`src/rtl/hier_pipe_combine_pkg.sv`:
```
// Shared types and helpers for the hier_pipe_combine datapath.
// Defines the combine-mode encoding, the pipeline depth ceiling and
// a parity helper used when HIER_PIPE_COMBINE_PARITY_EN is defined.
package hier_pipe_pkg;

    typedef enum logic [1:0] {
        MODE_ADD  = 2'b00,
        MODE_XOR  = 2'b01,
        MODE_OR   = 2'b10,
        MODE_HIST = 2'b11
    } mode_e;

    localparam int DEPTH_MAX = 8;

    // Even parity of a channel value; callers zero-extend to 32 bits.
    function automatic logic even_parity(input logic [31:0] vec);
        return ^vec;
    endfunction

endpackage

```
`src/rtl/hier_pipe_stage.sv`:
```
// One valid/ready register slice of the hier_pipe_combine pipeline.
// The slice loads whenever it is empty or its content leaves this cycle,
// so ready ripples combinationally from the sink back to the source.
module hier_pipe_stage #(
    parameter int DW = 12
) (
    input  logic          clk,
    input  logic          rst_n,
    input  logic          in_valid,
    input  logic [DW-1:0] in_data,
    output logic          in_ready,
    output logic          out_valid,
    output logic [DW-1:0] out_data,
    input  logic          out_ready
);

    logic          valid_r;
    logic [DW-1:0] data_r;

    assign in_ready  = !valid_r || out_ready;
    assign out_valid = valid_r;
    assign out_data  = data_r;

    // Slice register: take a new beat (or a bubble) when free, else hold.
    always_ff @(posedge clk or negedge rst_n) begin
        if (!rst_n) begin
            valid_r <= 1'b0;
            data_r  <= {DW{1'b0}};
        end else if (in_ready) begin
            valid_r <= in_valid;
            if (in_valid) begin
                data_r <= in_data;
            end else begin
                data_r <= data_r;
            end
        end else begin
            valid_r <= valid_r;
            data_r  <= data_r;
        end
    end

endmodule

```
`src/rtl/hier_pipe_combine.sv`:
```
// hier_pipe_combine: per-channel combine of two operand vectors followed
// by a DEPTH-stage valid/ready pipeline and a saturating output counter.
// Optional feature macro: HIER_PIPE_COMBINE_PARITY_EN adds out_parity,
// computed at the first stage and carried alongside the data.
module hier_pipe_combine
    import hier_pipe_pkg::*;
#(
    parameter int W     = 4,
    parameter int CH    = 3,
    parameter int DEPTH = 2,
    parameter int CNT_W = 8
) (
    input  logic              clk,
    input  logic              rst_n,
    input  logic              in_valid,
    output logic              in_ready,
    input  logic [CH*W-1:0]   in_a,
    input  logic [CH*W-1:0]   in_b,
    input  logic [1:0]        mode,
    output logic              out_valid,
    input  logic              out_ready,
    output logic [CH*W-1:0]   out_data,
    output logic [CNT_W-1:0]  txn_count
`ifdef HIER_PIPE_COMBINE_PARITY_EN
    ,
    output logic [CH-1:0]     out_parity
`endif
);

    localparam int STAGES = (DEPTH < 1) ? 1 : ((DEPTH > DEPTH_MAX) ? DEPTH_MAX : DEPTH);
    localparam int RW     = CH * W;
`ifdef HIER_PIPE_COMBINE_PARITY_EN
    localparam int DW     = RW + CH;
`else
    localparam int DW     = RW;
`endif

    logic             accept_s;
    logic [RW-1:0]    comb_s;
    logic [DW-1:0]    stage1_s;
    logic [CNT_W-1:0] txn_r;
`ifdef HIER_PIPE_COMBINE_PARITY_EN
    logic [CH-1:0]    par_s;
`endif

    assign accept_s = in_valid && in_ready;

    genvar k;
    generate
        for (k = 0; k < CH; k++) begin : g_chan
            logic [W-1:0] a_s;
            logic [W-1:0] b_s;
            logic [W-1:0] res_s;
            logic [W-1:0] hist_r;

            assign a_s = in_a[k*W +: W];
            assign b_s = in_b[k*W +: W];

            // History tracks operand A of every accepted beat, whatever the mode.
            always_ff @(posedge clk or negedge rst_n) begin
                if (!rst_n) begin
                    hist_r <= {W{1'b0}};
                end else if (accept_s) begin
                    hist_r <= a_s;
                end else begin
                    hist_r <= hist_r;
                end
            end

            // Channel combine; HIST sees the history value from before this beat.
            always_comb begin
                res_s = {W{1'b0}};
                case (mode_e'(mode))
                    MODE_ADD:  res_s = a_s + b_s;
                    MODE_XOR:  res_s = a_s ^ b_s;
                    MODE_OR:   res_s = a_s | b_s;
                    MODE_HIST: res_s = hist_r | (a_s ^ b_s);
                    default:   res_s = {W{1'b0}};
                endcase
            end

            assign comb_s[k*W +: W] = res_s;
`ifdef HIER_PIPE_COMBINE_PARITY_EN
            assign par_s[k] = even_parity(32'(res_s));
`endif
        end
    endgenerate

`ifdef HIER_PIPE_COMBINE_PARITY_EN
    assign stage1_s = {par_s, comb_s};
`else
    assign stage1_s = comb_s;
`endif

    genvar i;
    generate
        for (i = 0; i < STAGES; i++) begin : g_stage
            logic          v_s;
            logic [DW-1:0] d_s;
            logic          rdy_s;
            logic          up_v_s;
            logic [DW-1:0] up_d_s;
            logic          dn_rdy_s;

            if (i == 0) begin : g_head
                assign up_v_s = in_valid;
                assign up_d_s = stage1_s;
            end else begin : g_link
                assign up_v_s = g_stage[i-1].v_s;
                assign up_d_s = g_stage[i-1].d_s;
            end

            if (i == STAGES - 1) begin : g_tail
                assign dn_rdy_s = out_ready;
            end else begin : g_mid
                assign dn_rdy_s = g_stage[i+1].rdy_s;
            end

            hier_pipe_stage #(
                .DW (DW)
            ) u_stage (
                .clk       (clk),
                .rst_n     (rst_n),
                .in_valid  (up_v_s),
                .in_data   (up_d_s),
                .in_ready  (rdy_s),
                .out_valid (v_s),
                .out_data  (d_s),
                .out_ready (dn_rdy_s)
            );
        end
    endgenerate

    assign in_ready   = g_stage[0].rdy_s;
    assign out_valid  = g_stage[STAGES-1].v_s;
    assign out_data   = g_stage[STAGES-1].d_s[RW-1:0];
`ifdef HIER_PIPE_COMBINE_PARITY_EN
    assign out_parity = g_stage[STAGES-1].d_s[DW-1:RW];
`endif

    // Count drained beats, pinned at the all-ones value instead of wrapping.
    always_ff @(posedge clk or negedge rst_n) begin
        if (!rst_n) begin
            txn_r <= {CNT_W{1'b0}};
        end else if (out_valid && out_ready && (txn_r != {CNT_W{1'b1}})) begin
            txn_r <= txn_r + {{(CNT_W-1){1'b0}}, 1'b1};
        end else begin
            txn_r <= txn_r;
        end
    end

    assign txn_count = txn_r;

endmodule

```
`config.mk`:
```
export PLATFORM = sky130hd
export DESIGN_NAME = hier_pipe_combine
export DESIGN_NICKNAME = d
export VERILOG_FILES = /design/src/rtl/hier_pipe_combine_pkg.sv /design/src/rtl/hier_pipe_stage.sv /design/src/rtl/hier_pipe_combine.sv
export SDC_FILE = /design/constraint.sdc
export NUM_CORES = 1
export LEC_CHECK = 0
export BUFFER_PORTS_ARGS = -buffer_cell sky130_fd_sc_hd__buf_4
export CAP_MARGIN = 20
export CORE_MARGIN = 3
export CORE_UTILIZATION = 23
export DETAILED_ROUTE_END_ITERATION = 7
export GPL_ROUTABILITY_DRIVEN = 0
export PLACE_DENSITY_LB_ADDON = 0.05
export RECOVER_POWER = 100
export SLEW_MARGIN = 0
export SYNTH_ARGS = -nofsm -noshare
export SYNTH_HDL_FRONTEND = slang
export SYNTH_SLANG_ARGS = --single-unit
export TNS_END_PERCENT = 5
```
`constraint.sdc`:
```
create_clock -name clk -period 1.5 [get_ports clk]
set_input_delay 0.3 -clock clk [delete_from_list [all_inputs] [get_ports clk]]
set_output_delay 0.3 -clock clk [all_outputs]
set_load 0.01 [all_outputs]
```
# After elaboration in Yosys (flattened, before gate mapping)
# Cells that the tools add are included.
classes:
  add_sub_neg: 4
  reduce_logical: 10
  eq_ne: 4
  div: 0
  mux: 3
  bitwise: 9
  shift: 0
  order_cmp: 0
  n_mul: 0
op_table:
  columns: ["cell", "n"]
  rows:
  - ["one-hot mux 4 bit (4 select lines)", 3]
  - ["OR 4 bit", 6]
  - ["adder 4 bit", 3]
  - ["bitwise XOR 4 bit", 3]
  - ["adder 8 x 1 -> 8 bit, second input constant", 1]
  - ["inequality test 8 bit, second input constant", 1]
  - ["equality test 2 bit, second input constant", 2]
  - ["AND reduction 2 bit", 2]
  - ["logical AND 1 bit", 3]
  - ["equality test 2 x 1 -> 1 bit, second input constant", 1]
  - ["logical NOT 1 bit", 2]
  - ["logical NOT 2 bit", 1]
  - ["logical OR 1 bit", 2]
word_totals:
  out_inout_bits: 22
  register_bits: 46
  latchBits: 0
  ram_bits: 0
  memories: 0
  elab_cells: 38
  romBits: 0

# Depth between registers and ports, before layout
# Gate-level depths: netlist of run 1.
logic_depth:
  word_depth: 4
  depth_mapped: 6
  mapped_depth_nobuf: 6

# Hierarchy
# A second synthesis of run 1 with hierarchy kept.
unflattened:
  hier_cells: 252
  hier_area_um2: 2816.5
by_module_without_submodules:
  columns: ["mod", "n_inst", "area_each_um2", "cells_per_inst"]
  rows:
  - ["hier_pipe_combine", 1, 1715.4, 194]
  - ["hier_pipe_stage", 2, 550.5, 29]

# Worst setup path before layout of run 1
# OpenSTA, ideal clock, no wires.
synth_timing:
  path_type: "flip-flop to flip-flop"
  from: "register txn_r[0], in the netlist txn_count[0]"
  to: "register txn_r[4], in the netlist txn_count[4]"
  slack_ns: -0.080
  stages_incl_launch_ff: 7
  period_less_slack_ns: 1.580
  required_ns: 1.373
  t_arrival_ns: 1.452
  n_path_buf: 1
  setup_time_ns: 0.127
  path_cell_list: "dfrtp_1 > ha_1 > nand3_2 > o311a_1 > buf_6 > and2b_1 > xor2_1"
synth_between:
  elab_chain_cells: 2
  elab_cells_between_ends: 3
  classes_between: "1 x add/sub; 1 x eq/ne; 1 x reduce/logical"
synth_lines:
  columns: ["element", "line", "text"]
  rows:
  - ["from (decl)", "hier_pipe_combine.sv:41", "logic [CNT_W-1:0] txn_r;"]
  - ["from (signal assigned)", "hier_pipe_combine.sv:144", "txn_r <= {CNT_W{1'b0}};"]
  - ["from (signal assigned)", "hier_pipe_combine.sv:146", "txn_r <= txn_r + {{(CNT_W-1){1'b0}}, 1'b1};"]
  - ["from (signal assigned)", "hier_pipe_combine.sv:148", "txn_r <= txn_r;"]
  - ["branches (longest 2 deep; another with adder 8 x 1 -> 8 bit)", null, null]
# Parallel ways; which one is timed is not known.
# A chain may end at the register's enable or synchronous reset.

# Final worst setup path of run 1
layout_timing:
  from: "register txn_r[1], in the netlist txn_count[1]"
  to: "register txn_r[4], in the netlist txn_count[4]"
# Same word-level chain as after synthesis.

==> results.tsv, run 1 <==
metric	value	unit
ys_types	40	
power.share.clock	21.9	%
min_period	1.46	ns
wire_per_inst	13.5	µm
worstPathCellList	ha_2 -> nand3_2 -> o311a_4 -> and2b_1 -> xor2_1	
dieArea	12400	µm²
cp_max_fo	7	
antenna_found_initial	0	
synth_edf_count	0	
std_cell_rows	37	
synth_area	2560	µm²
fin_skew	0.00452	ns
required	1.69	ns
pwr-share-comb	33.6	%
cts_tree	yes	
grt_pass1_vias	2099	
synth-seq-cells	46	
synthToLayoutAreaGrowth	32.8	%
nets	391	
rsz0062_at_grt	yes	
htree_levels	2	
wirelength	6.39	mm
grt_pass1_wl	10.7	mm
setup_viol	0	
cts_made_buffers	5	
max_freq	0.687	GHz
grt_max_degree	31	
fin_crit_sh	97.0	%
power.switching	1.20	mW
hold_viol_final	0	
cpPeakStageDelay	0.37	ns
initial_core_util	24.3	%
slew_viol_final	0	
holdWs	0.199	ns
drt_iter0_drc	43	
maxCapViolCount	0	
grt_overflow	0	
cts_sinks	46	
setup_tns	0	ns
max_slew.worst_pin.slew	0.622	ns
syn_nets	308	
power.density	1110	nW/µm²
num_vias	2014	
intPower	2.56	mW
viasPerCell	4.26	
status	finished, final reports clean	
arrival	1.65	ns
slowest_stage	o311a_4	
avgSynthCellArea	10.1	µm²
pwr-share-seq	44.6	%
cts_root_buffer	clkbuf_8	
fillerInstances	1128	
fin_util	32.2	%
ys_warn_count	0	
clock_latency	0.30	ns
drtAntennaViolNets	0	
clockBufferDepth	2	
ys.flop_type	dfrtp_1	
core	10600	µm²
postSynthCellCount	253	
ir_worst_vdd	0.299	mV
start_kind	flop	
worstSetupEndpointType	flop	
holdCritPathClass	in -> reg	
slew_headroom	58.6	%
worst_slack	0.0445	ns
grt_usage	10.6	%
drive_gt1_share	28.5	%
leakagePower	1.66	nW
path_clk_slew	0.09	ns
die_h	112	µm
switching_share	31.9	%
crit_type	reg -> reg	
die_width	112	µm
yosysSeqAreaShare	44.9	%
io_buffers	51	
dp_slack	-0.228	ns
dp.final_hpwl	4.93	mm
io_pins	52	
diodes	0	
drtPass1Iterations	6	
async_flop_share	100	%
drc_errors	0	
## synth_stat cells, drive strengths merged, types with 4 or more instances
| cell type | number | area [µm²] |
|---|---|---|
| clkbuf | 4 | 15.0 |
| xnor2 | 4 | 35.0 |
| o21ai | 23 | 115 |
| nor2 | 8 | 30.0 |
| inv | 33 | 124 |
| buf | 7 | 43.8 |
| nand2 | 30 | 113 |
| mux2 | 13 | 150 |
| a21oi | 12 | 60.1 |
| dfrtp | 46 | 1150 |
| ha | 22 | 275 |
| nand3 | 5 | 30.0 |
## critical path: cells and delay by family (launching register included)
kind,cells,cell delay (ns)
simple gates,2,0.29
fa+ha+maj,1,0.19
compound gates,1,0.37
xor+xnor,1,0.14
flops,1,0.36
## worst paths after layout
| check | start | end | slack, ns | depth (start not counted) |
|---|---|---|---|---|
| max reg2reg | txn_count[1]$_DFFE_PN0P_ | txn_count[4]$_DFFE_PN0P_ | 0.04 | 5 |
| min reg2reg | g_stage[0].u_stage.out_data[9]$_DFFE_PN0P_ | g_stage[0].u_stage.out_data[9]$_DFFE_PN0P_ | 0.48 | 2 |
| max in group asynchronous | rst_n | txn_count[1]$_DFFE_PN0P_ | 0.26 | 3 |
| max | txn_count[1]$_DFFE_PN0P_ | txn_count[4]$_DFFE_PN0P_ | 0.04 | 5 |
| min in group asynchronous | rst_n | txn_count[7]$_DFFE_PN0P_ | 0.53 | 2 |
| min | in_valid | g_stage[0].u_stage.out_valid$_DFFE_PN0P_ | 0.20 | 2 |
## power groups by stage
| stage | registers (mW) | logic (mW) | clock network [mW] |
|---|---|---|---|
| after floorplan | 1.80 | 0.524 | 0 |
| final | 1.68 | 1.26 | 0.822 |
| after global routing | 1.72 | 1.40 | 0.923 |
| after global placement | 1.71 | 1.37 | 0 |
| after detailed placement | 1.72 | 1.37 | 0 |
| after CTS | 1.69 | 1.39 | 0.881 |
## flip-flops by register name, indices dropped and copies added (netlist names)
name,flops
g_stage.u_stage.out_valid,2
txn_count,8
g_stage.u_stage.out_data,24
g_chan.hist_r,12
## routing by layer
metal | track usage, % | wire length (µm) | vias up
li1 | - | - | 1030
met1 | 14.8 | 3210 | 942
met2 | 16.7 | 2890 | 36
met3 | 2.45 | 226 | 6
met4 | 2.68 | 66 | 0
met5 | 0 | 0 | -
## stage by stage
stage / total power [mW] / instances / cell area (µm²)
after floorplan: 2.32 / 253 / 2560
after global placement: 3.09 / 464 / 3370
after detailed placement: 3.09 / 464 / 3370
after CTS: 3.96 / 473 / 3490
after global routing: 4.05 / 473 / 3400
final: 3.76 / 473 / 3400
## cell usage in the layout (no fill, tap or decap), types with 2 or more instances in the layout
master,netlist,final
inv_1,32,32
xnor2_1,4,4
fa_1,3,3
o32a_1,3,3
a2111oi_0,3,3
a21o_1,3,3
a21oi_1,12,12
dfrtp_1,46,46
o21ai_0,23,23
a221oi_1,3,3
mux2_2,12,12
nor2_1,8,8
nand2_1,30,30
clkbuf_2,0,3
nor2b_1,2,2
buf_4,1,61
and4_1,3,3
nand3_1,4,4
clkbuf_1,4,18
a221o_1,2,2
mux2i_1,3,3
xor2_1,3,3
clkbuf_8,0,6
nand2b_1,3,3
buf_12,0,3
o221ai_1,3,3
ha_1,22,21
a22oi_1,2,2
## cell type report
class	count	area [µm²]	area share, %
Sequential cell	46	1150	33.8
Clock inverter	2	12.5	0.368
Tap cell	136	170	5.00
Multi-Input combinational cell	163	1240	36.5
Timing Repair Buffer	87	618	18.2
Inverter	33	124	3.64
Clock buffer	6	82.6	2.43
## cells by family after synthesis
kind of cell             synth area share [%]
AND/OR/NAND/NOR                          11.0
buffers and inverters                    7.13
XOR/XNOR                                 2.39
AO/OA/AOI/OAI                            14.4
adder cells (fa/ha/maj)                  13.1
multiplexers                             7.03
flip-flops                               44.9
## timing repair
item                                   CTS  global route
setup endpoints to repair                3             2
gates resized for setup                  2             0
endpoints found under the hold margin   20             0
buffers inserted                         0             0
hold buffers                             1             0
(Power assumes the default switching activity.)
==> inputs of run 2 (changes only) <==
- RECOVER_POWER: 100 -> 50
==> results.tsv, run 2 (synthesized netlist as in run 1, its figures left out) <==
metric	value	unit	change
drtPass1Iterations	4		-2
largest_reg_flops	24		unchanged
max_slew.worst_pin.slew	0.621	ns	-0.000219 ns
ir_worst_vdd	0.300	mV	+0.42%
max_freq	0.687	GHz	about the same
layoutNonFillerInstCount	473		unchanged
cts_root_buffer	clkbuf_8		
antenna_found_initial	0		unchanged
rsz0062_at_grt	yes		
grt_max_degree	31		unchanged
wirelength	6.37	mm	-0.31%
power	3.86	mW	+2.5%
intPower	2.65	mW	+3.5%
fillerInstances	1120		-0.71%
grt_pass1_vias	2099		unchanged
io_buffers	51		unchanged
drtAntennaViolNets	0		unchanged
std_cell_rows	37		unchanged
setup_tns	0	ns	unchanged
cp_max_fo	7		unchanged
crit_type	reg -> reg		
worstSetupEndpointType	flop		
hold_viol_final	0		unchanged
slew_headroom	58.6	%	about the same
grt_usage	10.6	%	unchanged
switching_share	31.2	%	-0.69 points
worst_slack	0.0437	ns	-0.000781 ns
dieArea	12400	µm²	unchanged
die_width	112	µm	unchanged
min_period	1.46	ns	+0.000781 ns
cts_sinks	46		unchanged
grt_pass1_wl	10.7	mm	unchanged
final_cell_mix	buf_4, dfrtp_1, inv_1, nand2_1, o21ai_0		
required	1.69	ns	about the same
fin_skew	0.00431	ns	-0.000207 ns
hold_path_end	g_stage[0].u_stage.out_valid$_DFFE_PN0P_		
hp-start	in_valid		
dp_cells	464		unchanged
status	finished, final reports clean		
viasPerCell	4.24		-0.45%
reg2reg_slack	0.04	ns	about the same
dp.final_hpwl	4.93	mm	unchanged
grt_overflow	0		unchanged
maxCapViolCount	0		unchanged
pwr-share-seq	43.6	%	-1.0 points
power.switching	1.20	mW	+0.29%
fin_crit_sh	97.1	%	about the same
die_h	112	µm	unchanged
ff2ff_path_depth	5		unchanged
diodes	0		unchanged
reg2reg_to	txn_count[4]$_DFFE_PN0P_		
io_pins	52		unchanged
core	10600	µm²	unchanged
cts_made_buffers	5		unchanged
path_clk_slew	0.09	ns	about the same
nets	391		unchanged
drive_gt1_share	32.9	%	+4.5 points
start_kind	flop		
initial_core_util	24.3	%	unchanged
num_vias	2005		-0.45%
power.share.clock	21.3	%	-0.6 points
synthToLayoutAreaGrowth	35.6	%	
clock_latency	0.30	ns	about the same
final_common_cell	buf_4		
min_path_cells	2		unchanged
holdCritPathClass	in -> reg		
leakagePower	1.72	nW	+3.7%
slew_viol_final	0		unchanged
power.density	1110	nW/µm²	+0.39%
startpoint	txn_count[1]$_DFFE_PN0P_		
pwr-share-comb	35.1	%	+1.5 points
wire_per_inst	13.5	µm	-0.31%
dp_slack	-0.228	ns	unchanged
r2r-start	txn_count[1]$_DFFE_PN0P_		
clockBufferDepth	2		unchanged
setup_viol	0		unchanged
htree_levels	2		unchanged
arrival	1.65	ns	about the same
cts_tree	yes		
drt_iter0_drc	45		+4.7%
drc_errors	0		unchanged
-- run 2: changes by cell type in the layout (fill, tap and decap cells not counted) --
cell      before  now
clkbuf_1      18    3
buf_4         61   77
clkbuf_2       3    2
clkbuf_4       1    0
buf_12         3    4
-- run 2: per-stage QoR --
stage	utilization, %	area, µm²	hold WS [ns]
final	32.9	3470	0.199
after global routing	32.9	3470	0.203
after CTS	33.0	3490	0.188
after detailed placement	31.9	3370	0.226
after global placement	31.9	3370	0.230
after floorplan	-	2560	0.00441
-- run 2: worst max path at each step --
| stage | to | slack, ns | cells past startpoint |
|---|---|---|---|
| 6_report | txn_count[4]$_DFFE_PN0P_ | 0.04 | 5 |
| 3_5_place_dp | g_stage[0].u_stage.out_data[6]$_DFFE_PN0P_ | -0.23 | 6 |
| 4_1_cts | txn_count[4]$_DFFE_PN0P_ | 0.06 | 5 |
| 3_3_place_gp | g_stage[0].u_stage.out_data[6]$_DFFE_PN0P_ | -0.21 | 6 |
| 5_1_grt | txn_count[4]$_DFFE_PN0P_ | -0.01 | 5 |
| 2_1_floorplan | txn_count[4]$_DFFE_PN0P_ | -0.05 | 6 |
-- run 2: power groups by stage --
stage	registers [mW]	clock network, mW	logic, mW
floorplan	1.80	0	0.524
global placement	1.71	0	1.37
detailed placement	1.72	0	1.37
CTS	1.69	0.881	1.39
global route	1.72	0.923	1.49
finish	1.68	0.822	1.35
-- run 2: cell type report --
| type | instances | area (µm²) | share of cell area [%] |
|---|---|---|---|
| clock inverters | 2 | 12.5 | 0.360 |
| clock buffers | 6 | 82.6 | 2.38 |
| flip-flops and latches | 46 | 1150 | 33.2 |
| well taps | 136 | 170 | 4.90 |
| repair buffers | 87 | 689 | 19.9 |
| inverters | 33 | 124 | 3.57 |
| multi-input cells | 163 | 1240 | 35.8 |
-- run 2: repair_timing --
action,CTS,global route
endpoints found under the hold margin,20,0
setup buffers,0,0
hold buffers,1,0
endpoints found under the setup margin,3,2
gates resized for setup,2,0
-- run 2: worst max-delay path, stage by stage, from the launching register on --
cell and delay (ns):
dfrtp_1 0.36, ha_2 0.19, nand3_2 0.10, o311a_4 0.37
and2b_1 0.19, xor2_1 0.14
-- run 2: routing by layer --
layer / GRT usage [%] / up-vias / share of wire [%]
li1: - / 1031 / -
met2: 16.7 / 34 / 45
met1: 14.8 / 934 / 51
met3: 2.45 / 6 / 3.3
met4: 2.68 / 0 / 1.0
met5: 0 / - / 0
==> inputs of run 3 (changes only) <==
==> constraint.sdc (replaced) <==
create_clock -name clk -period 1.5 [get_ports clk]
set_input_delay 0.15 -clock clk [delete_from_list [all_inputs] [get_ports clk]]
set_output_delay 0.15 -clock clk [all_outputs]
set_load 0.01 [all_outputs]
==> results.tsv, run 3 (synthesized netlist as in run 1, its figures left out) <==
metric	value	unit	change
holdCritPathClass	in -> reg		
drt_iter0_drc	30		-33%
crit_type	reg -> reg		
multi_input_area	1240	µm²	+0.20%
cts_tree	yes		
power.switching	1.17	mW	-2.7%
layoutNonFillerInstCount	455		-3.8%
io_pins	52		unchanged
diodes	0		unchanged
final_common_cell	buf_4		
grt_pass1_wl	10.5	mm	-1.9%
cts_sinks	46		unchanged
wire_per_inst	14.1	µm	+4.4%
min_period	1.45	ns	-0.00297 ns
path_clk_slew	0.09	ns	about the same
drive_gt1_share	27.3	%	-5.7 points
ir_worst_vdd	0.395	mV	+32%
io_buffers	51		unchanged
status	finished, final reports clean		
pwr-share-seq	44.3	%	+0.7 points
dp.final_hpwl	4.92	mm	-0.28%
grt_max_degree	31		unchanged
power.share.clock	24.5	%	+3.2 points
fin_crit_sh	96.9	%	-0.20 points
slew_headroom	53.9	%	-4.7 points
cts_made_buffers	5		unchanged
worstSetupEndpointType	flop		
drtAntennaViolNets	0		unchanged
final_cell_mix	buf_4, dfrtp_1, inv_1, nand2_1, o21ai_0		
dieArea	12400	µm²	unchanged
clock_latency	0.30	ns	about the same
drtPass1Iterations	4		unchanged
htree_levels	2		unchanged
max_freq	0.688	GHz	+0.20%
hold_viol_final	0		unchanged
slew_viol_final	0		unchanged
arrival	1.65	ns	about the same
required	1.70	ns	about the same
die_h	112	µm	unchanged
pwr-share-comb	31.2	%	-3.9 points
maxCapViolCount	0		unchanged
std_cell_rows	37		unchanged
power.density	1160	nW/µm²	+4.7%
switching_share	30.5	%	-0.67 points
fin_skew	0.00474	ns	+0.000433 ns
core	10600	µm²	unchanged
die_width	112	µm	unchanged
intPower	2.66	mW	+0.39%
setup_tns	0	ns	unchanged
cp_max_fo	8		+1
drc_errors	0		unchanged
largest_reg_flops	24		unchanged
viasPerCell	4.33		+2.0%
rsz0062_at_grt	yes		
grt_pass1_vias	2039		-2.9%
start_kind	flop		
wirelength	6.40	mm	+0.47%
regArea	1150	µm²	unchanged
num_vias	1968		-1.8%
antenna_found_initial	0		unchanged
setup_viol	0		unchanged
cts_root_buffer	clkbuf_8		
fillerInstances	1148		+2.5%
grt_usage	10.4	%	-0.26 points
dp_cells	446		-3.9%
initial_core_util	24.3	%	unchanged
leakagePower	1.61	nW	-6.7%
max_slew.worst_pin.slew	0.692	ns	+0.0705 ns
grt_overflow	0		unchanged
clockBufferDepth	2		unchanged
synthToLayoutAreaGrowth	28.7	%	
nets	373		-4.6%
## run 3: critical path: stages, from the launching register on
cell     delay [ns]
dfrtp_1        0.36
ha_2           0.19
nand3_2        0.10
o311a_4        0.37
and2b_1        0.18
xor2_1         0.14
## run 3: final timing paths
kind	from	end	slack [ns]	depth (start not counted)
min	in_valid	g_stage[0].u_stage.out_valid$_DFFE_PN0P_	0.05	2
min in group asynchronous	rst_n	txn_count[7]$_DFFE_PN0P_	0.41	2
min reg2reg	g_stage[0].u_stage.out_data[9]$_DFFE_PN0P_	g_stage[0].u_stage.out_data[9]$_DFFE_PN0P_	0.48	2
max reg2reg	txn_count[1]$_DFFE_PN0P_	txn_count[4]$_DFFE_PN0P_	0.05	5
max in group asynchronous	rst_n	g_stage[0].u_stage.out_data[5]$_DFFE_PN0P_	0.24	3
max	txn_count[1]$_DFFE_PN0P_	txn_count[4]$_DFFE_PN0P_	0.05	5
## run 3: through the flow
step                utilization [%]  setup slack (ns)  power [mW]  hold WS (ns)  instance area, µm²
global route                   31.2           -0.0156        4.11        0.0542                3300
CTS                            31.6           0.00770        3.99        0.0348                3340
finish                         31.2            0.0467        3.83        0.0548                3300
detailed placement             30.4            -0.107        3.00         0.100                3210
global placement               30.4           -0.0627        2.99         0.103                3210
floorplan                         -           -0.0474        2.32        -0.146                2560
## run 3: power by group through the flow
stage | Clock [mW] | Combinational (mW) | Sequential (mW)
floorplan | 0 | 0.524 | 1.80
CTS | 1.00 | 1.28 | 1.71
finish | 0.938 | 1.20 | 1.70
global route | 1.03 | 1.33 | 1.74
global placement | 0 | 1.26 | 1.73
detailed placement | 0 | 1.27 | 1.73
## run 3: routing by layer
layer	track usage [%]	part of all wire, %	up-vias
met5	0	0	-
met4	2.68	1.0	0
met3	2.28	3.3	5
met2	17.0	46	35
met1	13.9	49	933
li1	-	-	995
## run 3: cell type report
cell class | instances | area share [%]
Inverter | 33 | 3.76
Clock buffer | 7 | 2.31
Timing Repair Buffer | 69 | 15.2
Multi-Input combinational cell | 163 | 37.8
Sequential cell | 46 | 34.9
Clock inverter | 1 | 0.911
Tap cell | 136 | 5.16
## run 3: timing repair
item / in CTS / in global routing
pin swaps: 0 / 0
cloned: 0 / 0
setup endpoints to repair: 4 / 10
buffers inserted: 0 / 0
hold buffers: 1 / 0
gates resized for setup: 1 / 2
endpoints found under the hold margin: 25 / 0
